[src/rtl/sseg_pkg.sv]
// rtl/sseg_pkg.sv - shared types and constants for the seven-segment scan controller
package sseg_pkg;

   localparam int N_DIGITS = 8;

   typedef enum logic [1:0] {
      IDLE,
      BLANK,
      DRIVE
   } scan_state_e;

   localparam logic [6:0] SEG_OFF = 7'h7F;
   localparam logic [7:0] AN_OFF  = 8'hFF;

   // Active-low {g,f,e,d,c,b,a} patterns for hex digits 0..F
   localparam logic [6:0] HEX_FONT [16] = '{
      7'h40, 7'h79, 7'h24, 7'h30, 7'h19, 7'h12, 7'h02, 7'h78,
      7'h00, 7'h10, 7'h08, 7'h03, 7'h46, 7'h21, 7'h06, 7'h0E
   };

endpackage

[src/rtl/hex_to_sseg.sv]
// rtl/hex_to_sseg.sv - nibble to active-low seven-segment pattern
module hex_to_sseg
   import sseg_pkg::*;
(
   input  logic [3:0] nibble_i,
   output logic [6:0] seg_o
);

   assign seg_o = HEX_FONT[nibble_i];

endmodule

[src/rtl/sseg_scan_ctrl.sv]
// rtl/sseg_scan_ctrl.sv - 8-digit multiplexed seven-segment scanner
// Slot scheduler with blanking guard, digit skipping and per-frame value latch.
module sseg_scan_ctrl
   import sseg_pkg::*;
#(
   parameter int COUNTER_MAX  = 20000,
   parameter int BLANK_CYCLES = 2
) (
   input  logic        clk_in,
   input  logic        reset,
   input  logic [31:0] value,
   input  logic [7:0]  dp_in,
   input  logic [7:0]  digit_en,
   output logic [7:0]  an,
   output logic [6:0]  seg,
   output logic        dp,
   output logic [2:0]  digit_idx
);

   localparam int CW = $clog2(COUNTER_MAX);
   localparam logic [CW-1:0] CNT_LAST   = CW'(COUNTER_MAX - 1);
   localparam logic [CW-1:0] BLANK_LAST = CW'(BLANK_CYCLES - 1);

   scan_state_e   state_q, state_d;
   logic [CW-1:0] cnt_q, cnt_d;
   logic [2:0]    idx_q, idx_d;
   logic [31:0]   val_q, val_d;
   logic [7:0]    dpl_q, dpl_d;
   logic          kill_q, kill_d;
   logic [7:0]    an_q, an_d;
   logic [6:0]    seg_q, seg_d;
   logic          dp_q, dp_d;
   logic [3:0]    font_nibble;
   logic [6:0]    font_seg;
   logic [2:0]    nxt_idx;

   // First enabled index searched upward from cur+1, wrapping; cur itself is tried last.
   function automatic logic [2:0] next_en(input logic [7:0] en, input logic [2:0] cur);
      logic [2:0] r;
      logic [2:0] k;
      r = cur;
      for (int i = N_DIGITS; i >= 1; i--) begin
         k = cur + 3'(i);
         if (en[k]) r = k;
      end
      return r;
   endfunction

   assign nxt_idx = next_en(digit_en, idx_q);

   always_comb begin
      state_d = state_q;
      cnt_d   = cnt_q;
      idx_d   = idx_q;
      val_d   = val_q;
      dpl_d   = dpl_q;
      kill_d  = kill_q;
      case (state_q)
         IDLE: begin
            cnt_d  = '0;
            idx_d  = '0;
            kill_d = 1'b0;
            if (digit_en != 8'h00) begin
               state_d = BLANK;
               idx_d   = next_en(digit_en, 3'd7);
               val_d   = value;
               dpl_d   = dp_in;
            end
         end
         BLANK: begin
            cnt_d = cnt_q + CW'(1);
            if (!digit_en[idx_q]) kill_d = 1'b1;
            if (cnt_q == BLANK_LAST) state_d = DRIVE;
         end
         DRIVE: begin
            cnt_d = cnt_q + CW'(1);
            if (!digit_en[idx_q]) kill_d = 1'b1;
            if (cnt_q == CNT_LAST) begin
               cnt_d  = '0;
               kill_d = 1'b0;
               if (digit_en == 8'h00) begin
                  state_d = IDLE;
                  idx_d   = '0;
               end else begin
                  state_d = BLANK;
                  idx_d   = nxt_idx;
                  // Wrapping back to a lower or equal index starts a new frame
                  if (nxt_idx <= idx_q) begin
                     val_d = value;
                     dpl_d = dp_in;
                  end
               end
            end
         end
         default: state_d = IDLE;
      endcase
   end

   assign font_nibble = val_d[{idx_d, 2'b00} +: 4];

   hex_to_sseg u_font (
      .nibble_i (font_nibble),
      .seg_o    (font_seg)
   );

   // Outputs are derived from next-state values so the registers line up with state_q
   always_comb begin
      an_d  = AN_OFF;
      seg_d = SEG_OFF;
      dp_d  = 1'b1;
      if (state_d == DRIVE && !kill_d) begin
         an_d  = ~(8'h01 << idx_d);
         seg_d = font_seg;
         dp_d  = ~dpl_d[idx_d];
      end
   end

   always_ff @(posedge clk_in or posedge reset) begin
      if (reset) begin
         state_q <= IDLE;
         cnt_q   <= '0;
         idx_q   <= '0;
         val_q   <= '0;
         dpl_q   <= '0;
         kill_q  <= 1'b0;
         an_q    <= AN_OFF;
         seg_q   <= SEG_OFF;
         dp_q    <= 1'b1;
      end else begin
         state_q <= state_d;
         cnt_q   <= cnt_d;
         idx_q   <= idx_d;
         val_q   <= val_d;
         dpl_q   <= dpl_d;
         kill_q  <= kill_d;
         an_q    <= an_d;
         seg_q   <= seg_d;
         dp_q    <= dp_d;
      end
   end

   assign an        = an_q;
   assign seg       = seg_q;
   assign dp        = dp_q;
   assign digit_idx = idx_q;

endmodule

[config.mk]
export PLATFORM = sky130hd
export DESIGN_NAME = sseg_scan_ctrl
export DESIGN_NICKNAME = d
export VERILOG_FILES = /design/src/rtl/sseg_pkg.sv /design/src/rtl/hex_to_sseg.sv /design/src/rtl/sseg_scan_ctrl.sv
export SDC_FILE = /design/constraint.sdc
export NUM_CORES = 1
export LEC_CHECK = 0
export ABC_AREA = 1
export BUFFER_PORTS_ARGS = -buffer_cell sky130_fd_sc_hd__buf_2
export CAP_MARGIN = 20
export CORE_MARGIN = 4
export CORE_UTILIZATION = 40
export CTS_CLUSTER_SIZE = 10
export DETAILED_ROUTE_END_ITERATION = 10
export PLACE_DENSITY = 0.68
export SYNTH_ARGS = -nofsm -noshare
export SYNTH_HDL_FRONTEND = slang
export SYNTH_HIERARCHICAL = 1
export SYNTH_SLANG_ARGS = --single-unit
[constraint.sdc]
create_clock -name clk_in -period 8.11 [get_ports clk_in]
set_input_delay 0.811 -clock clk_in [delete_from_list [all_inputs] [get_ports clk_in]]
set_output_delay 0.811 -clock clk_in [all_outputs]
set_load 0.03 [all_outputs]
; ---- Word level (Yosys, flattened, before mapping)
; Memories as Yosys holds them, arrays and structs flattened.
; Cells that the tools add are included.
; W data, S select, Z words.
[totals]
romBits = 112
ff_bits = 77
memories = 1
wordCells = 106
[classes]
n_lt_le_gt_ge = 11
muxes = 61
eq_ne = 5
add_sub_neg = 8
n_shift = 2
bitwise = 3
reduce_logical = 6
[memory_table]
columns = name, words, width, read_ports, rd_clocked_by_memory_dff, wr, line
row1 = (no name shown), 16, 7, 1, 0, 0, hex_to_sseg.sv:9  ; assign seg_o = HEX_FONT[nibble_i];
[op_table]
columns = operator, count
row1 = $mux W32, 4
row2 = $pmux W32 S2, 1
row3 = $mux W3, 16
row4 = $pmux W15 S3, 1
row5 = $mux W8, 5
row6 = $lt A3 B4 Y1 const B, 9
row7 = $shiftx A32 B6 Y4, 1
row8 = $bmux W1 S3, 9
row9 = $mux W7, 3
row10 = $pmux W8 S2, 1
row11 = $add A15 B1 Y15 const B, 1
row12 = $eq A15 B1 Y1 const B, 1
row13 = $eq A15 B15 Y1 const B, 1
row14 = $mux W15, 1
row15 = $mux W1, 14
row16 = $add A3 B3 Y3 const B, 4
row17 = $logic_not A8 Y1, 1
row18 = $not A8 Y8, 1
row19 = $reduce_bool A8 Y1, 1
row20 = $shl A1 B3 Y8 const A, 1
row21 = $add A3 B2 Y3 const B, 2
row22 = $mux W2, 3
row23 = $pmux W2 S3, 1
row24 = $pmux W3 S2, 1
row25 = 12 further kinds, 13

; ---- Depth between registers and ports, before layout
; Gate-level depths: netlist of the first run.
[depth]
word_depth = 21
mapped_depth = 39
mapped_depth_nobuf = 36

; ---- Modules after synthesis
; The synthesis of the first run kept the hierarchy.
[by_module_without_submodules]
columns = mod, area_per_inst_um2, seq_area_each_um2, cells_per_inst, instances
row1 = sseg_scan_ctrl, 4533.1, 1946.9, 577, 1
row2 = hex_to_sseg, 274.0, 0.0, 49, 1

; ---- Worst setup path before layout of the first run
; OpenSTA, ideal clock, no wires.
[synth_path]
kind = reg-to-reg
startpoint = reg idx_q[0] (netlist: digit_idx[0])
endpoint = reg seg_q[1] (netlist: seg[1])
setup_slack_ns = 3.619
stages_incl_launch_ff = 34
t_required_ns = 8.026
period_less_slack_ns = 4.491
path_buffers = 3
arrival_time_ns = 4.407
path_cell_list = dfrtp_1 -> inv_2 -> buf_6 -> ha_1 -> inv_1 -> nand3_1 -> nand3_1 -> nand2_1 -> a21oi_1 -> nand2_1 -> nand2_1 -> nand2_1 -> nand2_1 -> a21boi_0 -> ha_1 -> nand3b_1 -> a32oi_1 -> inv_1 -> a21oi_1 -> inv_2 -> buf_4 -> buf_4 -> a22o_1 -> nand2_1 -> nand2_1 -> nand2_1 -> nand2_1 -> nand2_1 -> nand2_1 -> inv_1 -> ha_1 -> nand3_1 -> nand2_1 -> or2_2
[synth_via]
elab_chain_cells = 21
elab_cells_between_ends = 49
cone_classes = 7 x add/sub / 1 x order compare / 1 x shift / 36 x mux / 1 x bitwise / 2 x reduce/logical / 1 x memory
[synth_lines]
columns = item, line
row1 = from (decl), sseg_scan_ctrl.sv:26  ; logic [2:0] idx_q, idx_d;
row2 = from (signal assigned), sseg_scan_ctrl.sv:132  ; idx_q <= idx_d;
row3 = $add A3 B3 Y3, sseg_scan_ctrl.sv:43  ; k = cur + 3'(i);
row4 = $bmux W1 S3, sseg_scan_ctrl.sv:44  ; if (en[k]) r = k;
row5 = $mux W1 (not written as such), sseg_scan_ctrl.sv:44
row6 = $mux W3 (7 in series), sseg_scan_ctrl.sv:44
row7 = $le A3 B3 Y1 *, sseg_scan_ctrl.sv:88  ; if (nxt_idx <= idx_q) begin
row8 = $mux W32 *, sseg_scan_ctrl.sv:88
row9 = $mux W32 *, sseg_scan_ctrl.sv:81  ; if (digit_en == 8'h00) begin
row10 = $mux W32 *, sseg_scan_ctrl.sv:78  ; if (cnt_q == CNT_LAST) begin
row11 = (+1 left out), --
row12 = net val_d[13], sseg_scan_ctrl.sv:27  ; logic [31:0] val_q, val_d;
row13 = $shiftx A32 B6 Y4 *, sseg_scan_ctrl.sv:99  ; assign font_nibble = val_d[{idx_d, 2'b00} +: 4];
row14 = net font_nibble[1], sseg_scan_ctrl.sv:33  ; logic [3:0] font_nibble;
row15 = $not A4 Y5 (not written as such) *, hex_to_sseg.sv:9
row16 = $mem_v2 Z16 W7 *, --
row17 = $mux W7 (not written as such) * (2 in series), hex_to_sseg.sv:9
row18 = net font_seg[1], sseg_scan_ctrl.sv:34  ; logic [6:0] font_seg;
row19 = $mux W7 *, sseg_scan_ctrl.sv:111  ; if (state_d == DRIVE && !kill_d) begin
row20 = net seg_d[1], sseg_scan_ctrl.sv:31  ; logic [6:0] seg_q, seg_d;
row21 = to (signal assigned), sseg_scan_ctrl.sv:137  ; seg_q <= seg_d;
row22 = to (decl), sseg_scan_ctrl.sv:31
; The timed path passes the listed nets; every way through them passes the cells marked *. The select of a mux whose other input is x is not followed.
; A chain may end at the register's enable or synchronous reset.

; ---- Worst setup path after layout of the first run
[layout_path]
startpoint = reg idx_q[0] (netlist: digit_idx[0])
endpoint = reg seg_q[2] (netlist: seg[2])
; The elaborated chain is that of the path after synthesis.

==> flow_summary_export.csv, run 1 <==
group,metric,value,unit
detailed_routing,met2RoutedLength,5530,um
detailed_routing,ant_nets,0,
sta,finalWorstPathRequiredPeriod,5.27,ns
detailed_routing,drt_iter0_drc,257,
detailed_routing,m1WireLength,5760,um
sta,hold_viol_final,0,
clock_network,cts_max_level,3,
clock_network,cts_resized,0,
sta,rsz0062_at_grt,"false",
global_route,grt_pass1_wl,20400,um
sta,slew_violations,0,
detailed_routing,dr_total_vias,4355,
critical_path,crit_path_max_incr_delay,0.62,ns
finish,fin_nets,755,
critical_path,worst_r2r_path_depth,31,
yosys,synthFlopType,"dfrtp_1",
yosys,synth_fa_ha_area_share,4.95,%
yosys,synth_compound_area_share,12.8,%
die,core,11600,um2
die,start_util,41.4,%
yosys,synth.avg_cell_area,7.68,um2
clock_network,clkSinkCount,77,
die,rows,39,
placed_design,hpwl,8910,um
clock_network,cts_setup_buffers,0,
clock_network,clock_path_buffers,2,
global_route,antenna_found_initial,0,
global_route,first_global_vias,4224,
yosys,syn_nets,695,
sta,finClkSkew,0.00775,ns
placed_design,io_buffer_count,68,
placed_design,gp_congestion,0.950,
global_route,grt_max_degree,78,
die,dieArea,13800,um2
critical_path,path_class,"register to register",
die,die_w,118,um
detailed_routing,wl_per_cell,14.6,um
worst_hold_path,worstHoldPathCells,2,
detailed_routing,routed_wl,12100,um
detailed_routing,top_layer,"met4",
clock_network,cts-root-buf,"clkbuf_16",
yosys,async_flop_share,100,%
yosys,synth_cell_types,42,
clock_network,clkLatencyLatePin,0.34,ns
clock_network,cts_tree,"built",
critical_path,critPathCaptureType,"register",
run,cap_violations,0,
yosys,yosys-top-cells-count,"nand2_1 (206), inv_1 (67), dfrtp_1 (61)",
yosys,synth_seq_cells,77,
critical_path,worst-endpoint-arrival,5.54,ns
yosys,yosys.area_share.xor_xnor,1.07,%
clock_network,cts-hold-fix-buffers,0,
finish,num_antenna_cells,0,
yosys,ys_seq_area_share,40.5,%
critical_path,cpMostUsedCell,"nand2_1",
yosys,synth-warning-count,6,
yosys,synth_cells,626,
yosys,yosys.area.top_type,"dfrtp_1",
sta,worst_pin_slew,0.994,ns
sta,layout_worst_path_cycle_share,65.0,%
sta,hold_ws,0.485,ns
critical_path,worstPathRequired,8.38,ns
finish,area_growth,13.7,%
global_route,grt.total_usage,17.7,%
sta,setup_viol,0,
detailed_routing,dr_wl_met3,600,um
yosys,yosys-mux-area-fraction,0,%
clock_network,path_clk_slew,0.06,ns
critical_path,crit_path_top_delay_cell,"dfrtp_1",
yosys,synth-edff-count,0,
die,pin_count,69,
critical_path,path_max_fanout,38,
die,fp.dieH,118,um
outcome,outcome,"finished, final reports clean",
yosys,yosys.area_share.simple,30.9,%
finish,final_area,5470,um2
yosys,syn_area,4810,um2
placed_design,place_area,5180,um2
sta,max_freq,190,MHz
yosys,synth_most_common_cell,"nand2_1",
finish,final_util,47.1,%
yosys,synthTopCellsByArea,"dfrtp_1 (32%), nand2_1 (16%), dfstp_2 (8.7%)",
yosys,synthDominantCellAreaShare,31.8,%
detailed_routing,drtPass1Iterations,6,
worst_hold_path,hold_path_class,"register to register",
yosys,synth_top_family_by_area,"simple AND/OR/NAND/NOR gates",
sta,relSlewSlack,33.8,%
detailed_routing,viasPerCell,5.22,
sta,fin_setup_tns,0,ns
finish,layout-drive-gt1-share,21.3,%
detailed_routing,drcViolationCount,0,
critical_path,worstSetupStartpointType,"register",
clock_network,cts_made_buffers,9,
global_route,grt_overflow_total,0,
-- per-layer routing --
| metal | up-vias | global-route usage, % |
|---|---|---|
| met5 | - | 0 |
| met4 | 0 | 6.52 |
| met3 | 19 | 3.12 |
| met2 | 123 | 28.2 |
| met1 | 2054 | 24.3 |
| li1 | 2159 | - |
-- area by class of cell --
cell class	instances	area [um2]
clock buffer	9	225
clock inverter	7	55.1
fill	1122	6150
inverter	82	315
multi-input combinational	446	2390
sequential	77	1950
tap	143	179
timing repair buffer	70	355
-- worst paths after layout --
kind	start	endpoint	slack, ns
setup reg to reg	digit_idx[0]$_DFF_PP0_	seg[2]$_DFF_PP1_	2.84
max in group asynchronous	reset	cnt_q[1]$_DFFE_PP0P_	6.70
hold / removal	dpl_q[3]$_DFF_PP0_	dpl_q[3]$_DFF_PP0_	0.48
hold reg to reg	dpl_q[3]$_DFF_PP0_	dpl_q[3]$_DFF_PP0_	0.48
setup / recovery	digit_idx[0]$_DFF_PP0_	seg[2]$_DFF_PP1_	2.84
min in group asynchronous	reset	val_q[16]$_DFF_PP0_	0.76
-- metrics by stage --
step | cells | worst slack (ns)
CTS | 834 | 2.91
floorplan | 626 | 3.62
global route | 834 | 2.23
finish | 834 | 2.84
detailed placement | 818 | 2.92
global placement | 818 | 3.14
-- critical path: cells and delay by family, from the launching register on --
kind                     cells  cell delay (ns)
AO/OA/AOI/OAI                6             1.12
adder cells (fa/ha/maj)      3             0.91
buffers and inverters        6             1.00
AND/OR/NAND/NOR             16             1.53
flip-flops                   1             0.62
-- flip-flops by register name, indices dropped and copies added (netlist names) --
register,count
an,8
kill_q,1
seg,7
dp,1
cnt_q,15
val_q,32
dpl_q,8
digit_idx,3
state_q,2
-- layout by cell type (no fill, tap or decap), types with 2 or more instances in the layout --
cell / synthesis / routed
o32ai_1: 3 / 3
nand3_2: 10 / 10
clkbuf_16: 0 / 9
inv_6: 0 / 2
buf_2: 5 / 68
inv_4: 3 / 5
a21oi_1: 13 / 13
buf_4: 7 / 2
nand2_4: 2 / 2
nor4_1: 2 / 2
nor2_1: 31 / 31
xor2_1: 3 / 3
nor3_1: 6 / 6
a22o_1: 32 / 32
ha_1: 19 / 19
o31ai_1: 2 / 2
or2_2: 7 / 7
nand3b_1: 3 / 3
nand2_2: 2 / 2
nand4_1: 3 / 3
dfrtp_1: 61 / 61
dfstp_2: 16 / 16
o21ai_1: 3 / 3
inv_2: 12 / 13
nand2_1: 206 / 206
inv_1: 67 / 66
o21ai_0: 19 / 19
o22ai_1: 7 / 7
nand3_1: 60 / 60
-- cells by family (layout without fill, tap and decap cells) --
group	Yosys count	in the layout
AOI/OAI and AO/OA	87	87
and+or+nand+nor	335	335
buffers and inverters	103	168
DFF	77	77
xor gates and xnor gates	5	5
adders and majority gates	19	19
Power of run 1 is not shown: default switching activity piles up to over one toggle a cycle in this logic, so the estimate is an artifact.
==> run 2, diff against run 1 <==
--- a/config.mk
+++ b/config.mk
@@ -5,7 +5,7 @@
 export SDC_FILE = /design/constraint.sdc
 export NUM_CORES = 1
 export LEC_CHECK = 0
-export ABC_AREA = 1
+export ABC_AREA = 0
 export BUFFER_PORTS_ARGS = -buffer_cell sky130_fd_sc_hd__buf_2
 export CAP_MARGIN = 20
 export CORE_MARGIN = 4
==> constraint.sdc (replaced) <==
create_clock -name clk_in -period 5.43 [get_ports clk_in]
set_input_delay 0.543 -clock clk_in [delete_from_list [all_inputs] [get_ports clk_in]]
set_output_delay 0.543 -clock clk_in [all_outputs]
set_load 0.03 [all_outputs]
==> flow_summary_export.csv, run 2 <==
group,metric,value,unit
yosys,synth_seq_cells,77,
placed_design,pre_cts_ws,0.0507,ns
global_route,first_global_vias,4118,
sta,worst_pin_slew,1.07,ns
finish,final_area,6120,um2
die,core,11600,um2
power,p_sw_share,21.7,%
yosys,yosys-top-cells-count,"dfrtp_1 (61), mux2i_1 (42), a22o_1 (41)",
critical_path,worstPathRequired,5.68,ns
global_route,grt_pass1_wl,20300,um
power,power.share.clock,50.4,%
sta,hold_viol_final,0,
clock_network,cts-hold-fix-buffers,0,
yosys,synth_most_common_cell,"dfrtp_1",
finish,reg_top3,"val_q x32, cnt_q x15",
critical_path,path_class,"register to register",
clock_network,path_clk_slew,0.06,ns
power,combPwrFrac,5.7,%
sta,rsz0062_at_grt,"true",
placed_design,io_buffer_count,68,
yosys,yosys.area.top_type,"dfrtp_1",
critical_path,worstSetupStartpointType,"register",
global_route,grt.total_usage,17.7,%
yosys,synthDominantCellAreaShare,31.6,%
sta,fin_ws,0.0408,ns
power,p_seq_share,43.9,%
die,die_w,118,um
sta,setup_viol,0,
outcome,outcome,"finished, final reports clean",
detailed_routing,drtPass1Iterations,5,
die,start_util,41.6,%
power,p_total,1.31,mW
finish,layout.cells.non_filler,696,
sta,hold_ws,0.459,ns
clock_network,clkLatencyLatePin,0.34,ns
yosys,synthFlopType,"dfrtp_1",
die,rows,39,
yosys,ys_seq_area_share,40.3,%
clock_network,cts_tree,"built",
yosys,synth_cell_types,65,
sta,finClkSkew,0.00813,ns
placed_design,gp_congestion,0.896,
global_route,grt_overflow_total,0,
detailed_routing,drt_iter0_drc,379,
detailed_routing,dr_total_vias,4092,
yosys,syn_area,4840,um2
detailed_routing,ant_nets,0,
worst_hold_path,hold_path_class,"input port to register",
clock_network,cts_made_buffers,9,
yosys,synthTopCellsByArea,"dfrtp_1 (32%), dfstp_2 (8.7%), mux2i_1 (8.7%)",
run,cap_violations,0,
sta,finalWorstPathRequiredPeriod,5.39,ns
detailed_routing,wl_per_cell,18.6,um
yosys,synth_cells,460,
power,switching_power,0.284,mW
critical_path,worst-endpoint-arrival,5.64,ns
clock_network,clock_path_buffers,2,
detailed_routing,viasPerCell,5.88,
power,ir_drop,0.203,mV
critical_path,path_max_fanout,7,
clock_network,cts_max_level,3,
critical_path,critPathCaptureType,"register",
finish,final_util,52.7,%
finish,regMostFlops,"val_q",
placed_design,hpwl,8700,um
yosys,synth-edff-count,0,
die,fp.dieH,118,um
die,dieArea,13900,um2
yosys,synth.avg_cell_area,10.5,um2
yosys,syn_nets,529,
clock_network,clkSinkCount,77,
sta,fin_setup_tns,0,ns
finish,fin_nets,617,
die,pin_count,69,
sta,max_freq,186,MHz
clock_network,cts-root-buf,"clkbuf_16",
finish,num_antenna_cells,0,
finish,area_growth,26.6,%
power,power.internal,1.02,mW
finish,largest_reg_flops,32,
global_route,antenna_found_initial,0,
finish,layout-drive-gt1-share,35.3,%
yosys,synth-warning-count,6,
placed_design,place_area,5450,um2
finish,final_common_cell,"buf_2",
finish,layout_common_cells,"buf_2 (68), dfrtp_1 (59), a22o_1 (41)",
yosys,async_flop_share,100,%
sta,layout_worst_path_cycle_share,99.2,%
power,total_leakage_power,2.66,nW
placed_design,dp_cells,663,
power,power_density,214,nW/um2
global_route,grt_max_degree,78,
sta,slew_violations,0,
detailed_routing,drcViolationCount,0,
sta,relSlewSlack,28.8,%
detailed_routing,routed_wl,13000,um
==> run 2: layer usage <==
| layer | routed length (um) | up-vias | GRT usage (%) |
|---|---|---|---|
| met5 | 0 | - | 0 |
| met3 | 684 | 18 | 4.23 |
| met1 | 5580 | 2053 | 22.9 |
| li1 | - | 1900 | - |
| met4 | 227 | 0 | 6.15 |
| met2 | 6460 | 121 | 28.9 |
==> run 2: power groups by stage <==
stage / clock, mW / sequential (mW) / combinational [mW]
after floorplan: 0 / 0.584 / 0.0326
after global placement: 0 / 0.584 / 0.0682
after detailed placement: 0 / 0.584 / 0.0689
after CTS: 0.666 / 0.574 / 0.0691
after global routing: 0.691 / 0.574 / 0.0823
final: 0.659 / 0.574 / 0.0750
==> run 2: critical path: stages, from the launching register on <==
cell       delay [ns]
dfrtp_2          0.42
clkinv_4         0.09
ha_4             0.31
mux4_2           0.59
mux2i_2          0.23
o211ai_1         0.12
a21o_1           0.19
a41oi_2          0.15
nor2_1           0.06
ha_1             0.30
nor2b_4          0.13
o21a_1           0.11
o21ai_1          0.06
and3_4           0.20
o21ai_4          0.32
clkbuf_16        0.22
a22o_1           0.15
mux2i_1          0.09
mux2i_1          0.21
mux2_4           0.25
inv_6            0.05
ha_4             0.26
inv_2            0.03
mux4_2           0.43
or3_1            0.31
==> run 2: kinds of logic after synthesis <==
group | synth area share [%]
AO/OA/AOI/OAI | 18.7
AND/OR/NAND/NOR | 14.6
flip-flops | 40.3
multiplexers | 15.4
buffers and inverters | 4.99
adder cells (fa/ha/maj) | 4.92
XOR/XNOR | 1.09
==> run 2: final cells by class <==
type                       count  area, um2
timing repair buffer         106        757
clock buffer                  10        239
inverter                      18       80.1
sequential                    77       1950
multi-input combinational    336       2830
tap                          143        179
clock inverter                 6       93.8
fill                         992       5490
==> run 2: worst paths after layout <==
path	end	slack (ns)	start	cells after the start
hold reg to reg	val_q[10]$_DFF_PP0_	0.50	val_q[10]$_DFF_PP0_	1
min in group asynchronous	dpl_q[6]$_DFF_PP0_	0.50	reset	3
hold / removal	val_q[10]$_DFF_PP0_	0.46	value[10]	2
setup reg to reg	seg[3]$_DFF_PP1_	0.04	digit_idx[0]$_DFF_PP0_	24
setup / recovery	seg[3]$_DFF_PP1_	0.04	digit_idx[0]$_DFF_PP0_	24
max in group asynchronous	digit_idx[1]$_DFF_PP0_	4.23	reset	3
==> run 2: repair_timing <==
item,CTS,global route
buffers inserted,0,12
gates resized for setup,0,31
endpoints found under the setup margin,0,7
Power figures use the tool's default switching activity.
==> run 3, diff against run 2 <==
--- a/config.mk
+++ b/config.mk
@@ -7,13 +7,12 @@
 export LEC_CHECK = 0
 export ABC_AREA = 0
 export BUFFER_PORTS_ARGS = -buffer_cell sky130_fd_sc_hd__buf_2
-export CAP_MARGIN = 20
 export CORE_MARGIN = 4
 export CORE_UTILIZATION = 40
 export CTS_CLUSTER_SIZE = 10
 export DETAILED_ROUTE_END_ITERATION = 10
+export HOLD_SLACK_MARGIN = 0.08
 export PLACE_DENSITY = 0.68
 export SYNTH_ARGS = -nofsm -noshare
 export SYNTH_HDL_FRONTEND = slang
-export SYNTH_HIERARCHICAL = 1
 export SYNTH_SLANG_ARGS = --single-unit
==> flow_summary_export.csv, run 3 <==
group,metric,value,unit
yosys,syn_area,5530,um2
clock_network,path_clk_slew,0.07,ns
critical_path,worstPathRequired,5.69,ns
yosys,synthFlopType,"dfrtp_1",
sta,setup_viol,1,
die,dieArea,15800,um2
finish,regMostFlops,"val_q",
finish,multi_input_area,3320,um2
sta,finClkSkew,0.0110,ns
die,die_w,126,um
run,cap_violations,0,
yosys,yosys-top-cells-count,"dfrtp_1 (61), inv_1 (54), nor2_1 (38)",
global_route,grt.total_usage,19.9,%
placed_design,place_area,6320,um2
yosys,synth.avg_cell_area,9.87,um2
placed_design,pre_cts_ws,-0.129,ns
die,core,13400,um2
power,combPwrFrac,14.3,%
clock_network,cts_tree,"built",
finish,layout-drive-gt1-share,35.5,%
detailed_routing,ant_nets,0,
yosys,synth_cells,560,
critical_path,crit_path_top_delay_cell,"a221o_2",
global_route,grt_pass1_wl,25900,um
power,switching_power,0.354,mW
die,fp.dieH,126,um
sta,max_freq,181,MHz
critical_path,critPathCaptureType,"register",
yosys,synthDominantCellAreaShare,27.6,%
yosys,synth_most_common_cell,"dfrtp_1",
finish,regArea,1950,um2
yosys,synthTopCellsByArea,"dfrtp_1 (28%), dfstp_2 (7.6%), a22o_1 (5.7%)",
worst_hold_path,hold_path_class,"input port to asynchronous set/reset pin",
clock_network,clkLatencyLatePin,0.34,ns
sta,worst_pin_slew,1.12,ns
detailed_routing,drtPass1Iterations,11,
sta,fin_setup_tns,-0.0918,ns
yosys,synth_cell_types,79,
finish,final_common_cell,"buf_2",
power,p_sw_share,24.4,%
detailed_routing,met2RoutedLength,7570,um
sta,fin_ws,-0.0918,ns
clock_network,cts-root-buf,"clkbuf_16",
finish,layout.cells.non_filler,842,
finish,fin_nets,728,
detailed_routing,wl_per_cell,19.5,um
yosys,synth_seq_cells,77,
sta,finalWorstPathRequiredPeriod,5.52,ns
sta,slew_violations,0,
sta,hold_viol_final,0,
placed_design,gp_congestion,0.915,
finish,n_fill_cell,1202,
detailed_routing,dr_wl_met3,1330,um
finish,largest_reg_flops,32,
yosys,syn_nets,628,
global_route,first_global_vias,4958,
critical_path,crit_path_max_incr_delay,0.45,ns
die,pin_count,69,
detailed_routing,dr_total_vias,5166,
power,p_seq_share,42.2,%
placed_design,io_buffer_count,68,
finish,area_growth,25.6,%
global_route,grt_overflow_total,0,
critical_path,worstPathCellList,"inv_2 > ha_4 > mux4_2 > mux2i_4 > nor3_2 > o311a_1 > o31ai_4 > a31oi_1 > ha_1 > nor2b_4 > o21ai_2 > a32oi_2 > buf_4 > nor3b_4 > buf_12 > buf_6 > a22o_1 > a222oi_1 > mux2i_1 > a221o_2 > buf_12 > ha_4 > mux2_4 > a221o_1",
die,rows,42,
detailed_routing,routed_wl,16400,um
critical_path,worst-endpoint-arrival,5.78,ns
power,power.share.clock,43.5,%
critical_path,worstSetupStartpointType,"register",
global_route,antenna_found_initial,0,
critical_path,path_class,"register to register",
clock_network,cts_max_level,3,
power,total_leakage_power,3.09,nW
power,power_density,209,nW/um2
placed_design,hpwl,11300,um
sta,relSlewSlack,25.4,%
critical_path,path_max_fanout,6,
detailed_routing,top_layer,"met4",
yosys,ys_seq_area_share,35.2,%
sta,layout_worst_path_cycle_share,102,%
detailed_routing,drcViolationCount,9,
detailed_routing,m1WireLength,7130,um
clock_network,clock_path_buffers,2,
power,p_total,1.45,mW
clock_network,clkSinkCount,77,
yosys,async_flop_share,100,%
finish,layout_common_cells,"buf_2 (68), dfrtp_1 (59), inv_1 (52)",
finish,reg_top3,"val_q x32, cnt_q x15",
power,ir_drop,0.156,mV
outcome,outcome,"finished, violations left",
yosys,yosys.area.top_type,"dfrtp_1",
clock_network,cts_made_buffers,9,
power,power.internal,1.09,mW
critical_path,critical_path.top_delay_family,"compound AO/OA/AOI/OAI gates",
detailed_routing,drt_iter0_drc,679,
detailed_routing,viasPerCell,6.14,
critical_path,path_buf_inv,5,
sta,rsz0062_at_grt,"true",
outcome,violations,"design-rule violations, negative setup slack",
yosys,synth-edff-count,0,
finish,final_area,6940,um2
placed_design,dp_cells,810,
yosys,synth-warning-count,0,
die,start_util,41.2,%
global_route,grt_max_degree,53,
==> run 3: cell types whose count changed in the layout (fill, tap and decap cells not counted), moves of 9 or more <==
cell / before / now
a222oi_1: 1 / 31
a22oi_1: 0 / 12
buf_4: 27 / 48
mux2i_1: 40 / 14
nand3_1: 12 / 21
nand2b_1: 12 / 2
nor2_1: 26 / 37
o21ai_0: 34 / 10
inv_1: 13 / 52
nand2_1: 21 / 32
==> run 3: path summary, 6_finish.rpt <==
kind / depth (start not counted) / slack (ns) / endpoint / startpoint
worst max-delay path: 24 / -0.09 / seg[6]$_DFF_PP1_ / digit_idx[0]$_DFF_PP0_
worst min-delay path: 2 / 0.48 / dpl_q[2]$_DFF_PP0_ / reset
worst min register to register: 2 / 0.50 / kill_q$_DFF_PP0_ / kill_q$_DFF_PP0_
min in group clk_in: 3 / 0.49 / val_q[10]$_DFF_PP0_ / value[10]
max in group asynchronous: 3 / 3.99 / cnt_q[14]$_DFFE_PP0P_ / reset
worst max register to register: 24 / -0.09 / seg[6]$_DFF_PP1_ / digit_idx[0]$_DFF_PP0_
==> run 3: worst reg2reg max path, stage by stage, from the launching register on <==
cell,delay (ns)
dfrtp_2,0.43
inv_2,0.08
ha_4,0.31
mux4_2,0.38
mux2i_4,0.18
nor3_2,0.05
o311a_1,0.33
o31ai_4,0.26
a31oi_1,0.12
ha_1,0.33
nor2b_4,0.14
o21ai_2,0.06
a32oi_2,0.21
buf_4,0.18
nor3b_4,0.07
buf_12,0.16
buf_6,0.12
a22o_1,0.18
a222oi_1,0.38
mux2i_1,0.16
a221o_2,0.45
buf_12,0.15
ha_4,0.16
mux2_4,0.25
a221o_1,0.29
==> run 3: power by group through the flow <==
stage               combinational, mW  sequential, mW  clock (mW)
floorplan                       0.119           0.616           0
global placement                0.182           0.618           0
detailed placement              0.187           0.619           0
CTS                             0.195           0.610       0.639
global route                    0.227           0.613       0.668
finish                          0.208           0.611       0.630
==> run 3: cell type report <==
cell class                 count  area share (%)
multi-input combinational    385            47.8
tap                          176            3.17
antenna                        1          0.0360
sequential                    77            28.1
clock buffer                  13            3.89
clock inverter                 3           0.595
inverter                      59            3.39
timing repair buffer         128            13.0
==> run 3: cells by family after synthesis <==
logic type                 synth area share (%)
adders and majority gates                  4.08
and+or+nand+nor                            12.8
DFF                                        35.2
buffers and inverters                      7.65
xor gates and xnor gates                   2.54
AOI/OAI and AO/OA                          26.4
muxes                                      11.3
==> run 3: metrics by stage <==
stage	hold WS [ns]	util, %
4_1_cts	0.481	50.3
6_report	0.484	51.8
3_3_place_gp	0.489	47.1
3_5_place_dp	0.497	47.1
5_1_grt	0.493	51.8
2_1_floorplan	0.463	-
==> run 3: routing by layer <==
layer  vias to the layer above  global-route usage (%)
met1                      2567                    27.9
met4                         0                    6.19
met2                       238                    31.0
met3                        29                    4.05
li1                       2332                       -
met5                         -                       0
==> run 3: repair_timing <==
action	CTS	global route
gates resized for setup	4	30
hold endpoints to repair	0	0
hold buffers	0	0
gates cloned	1	1
buffers inserted	7	6
pin swaps	7	11
endpoints found under the setup margin	5	7
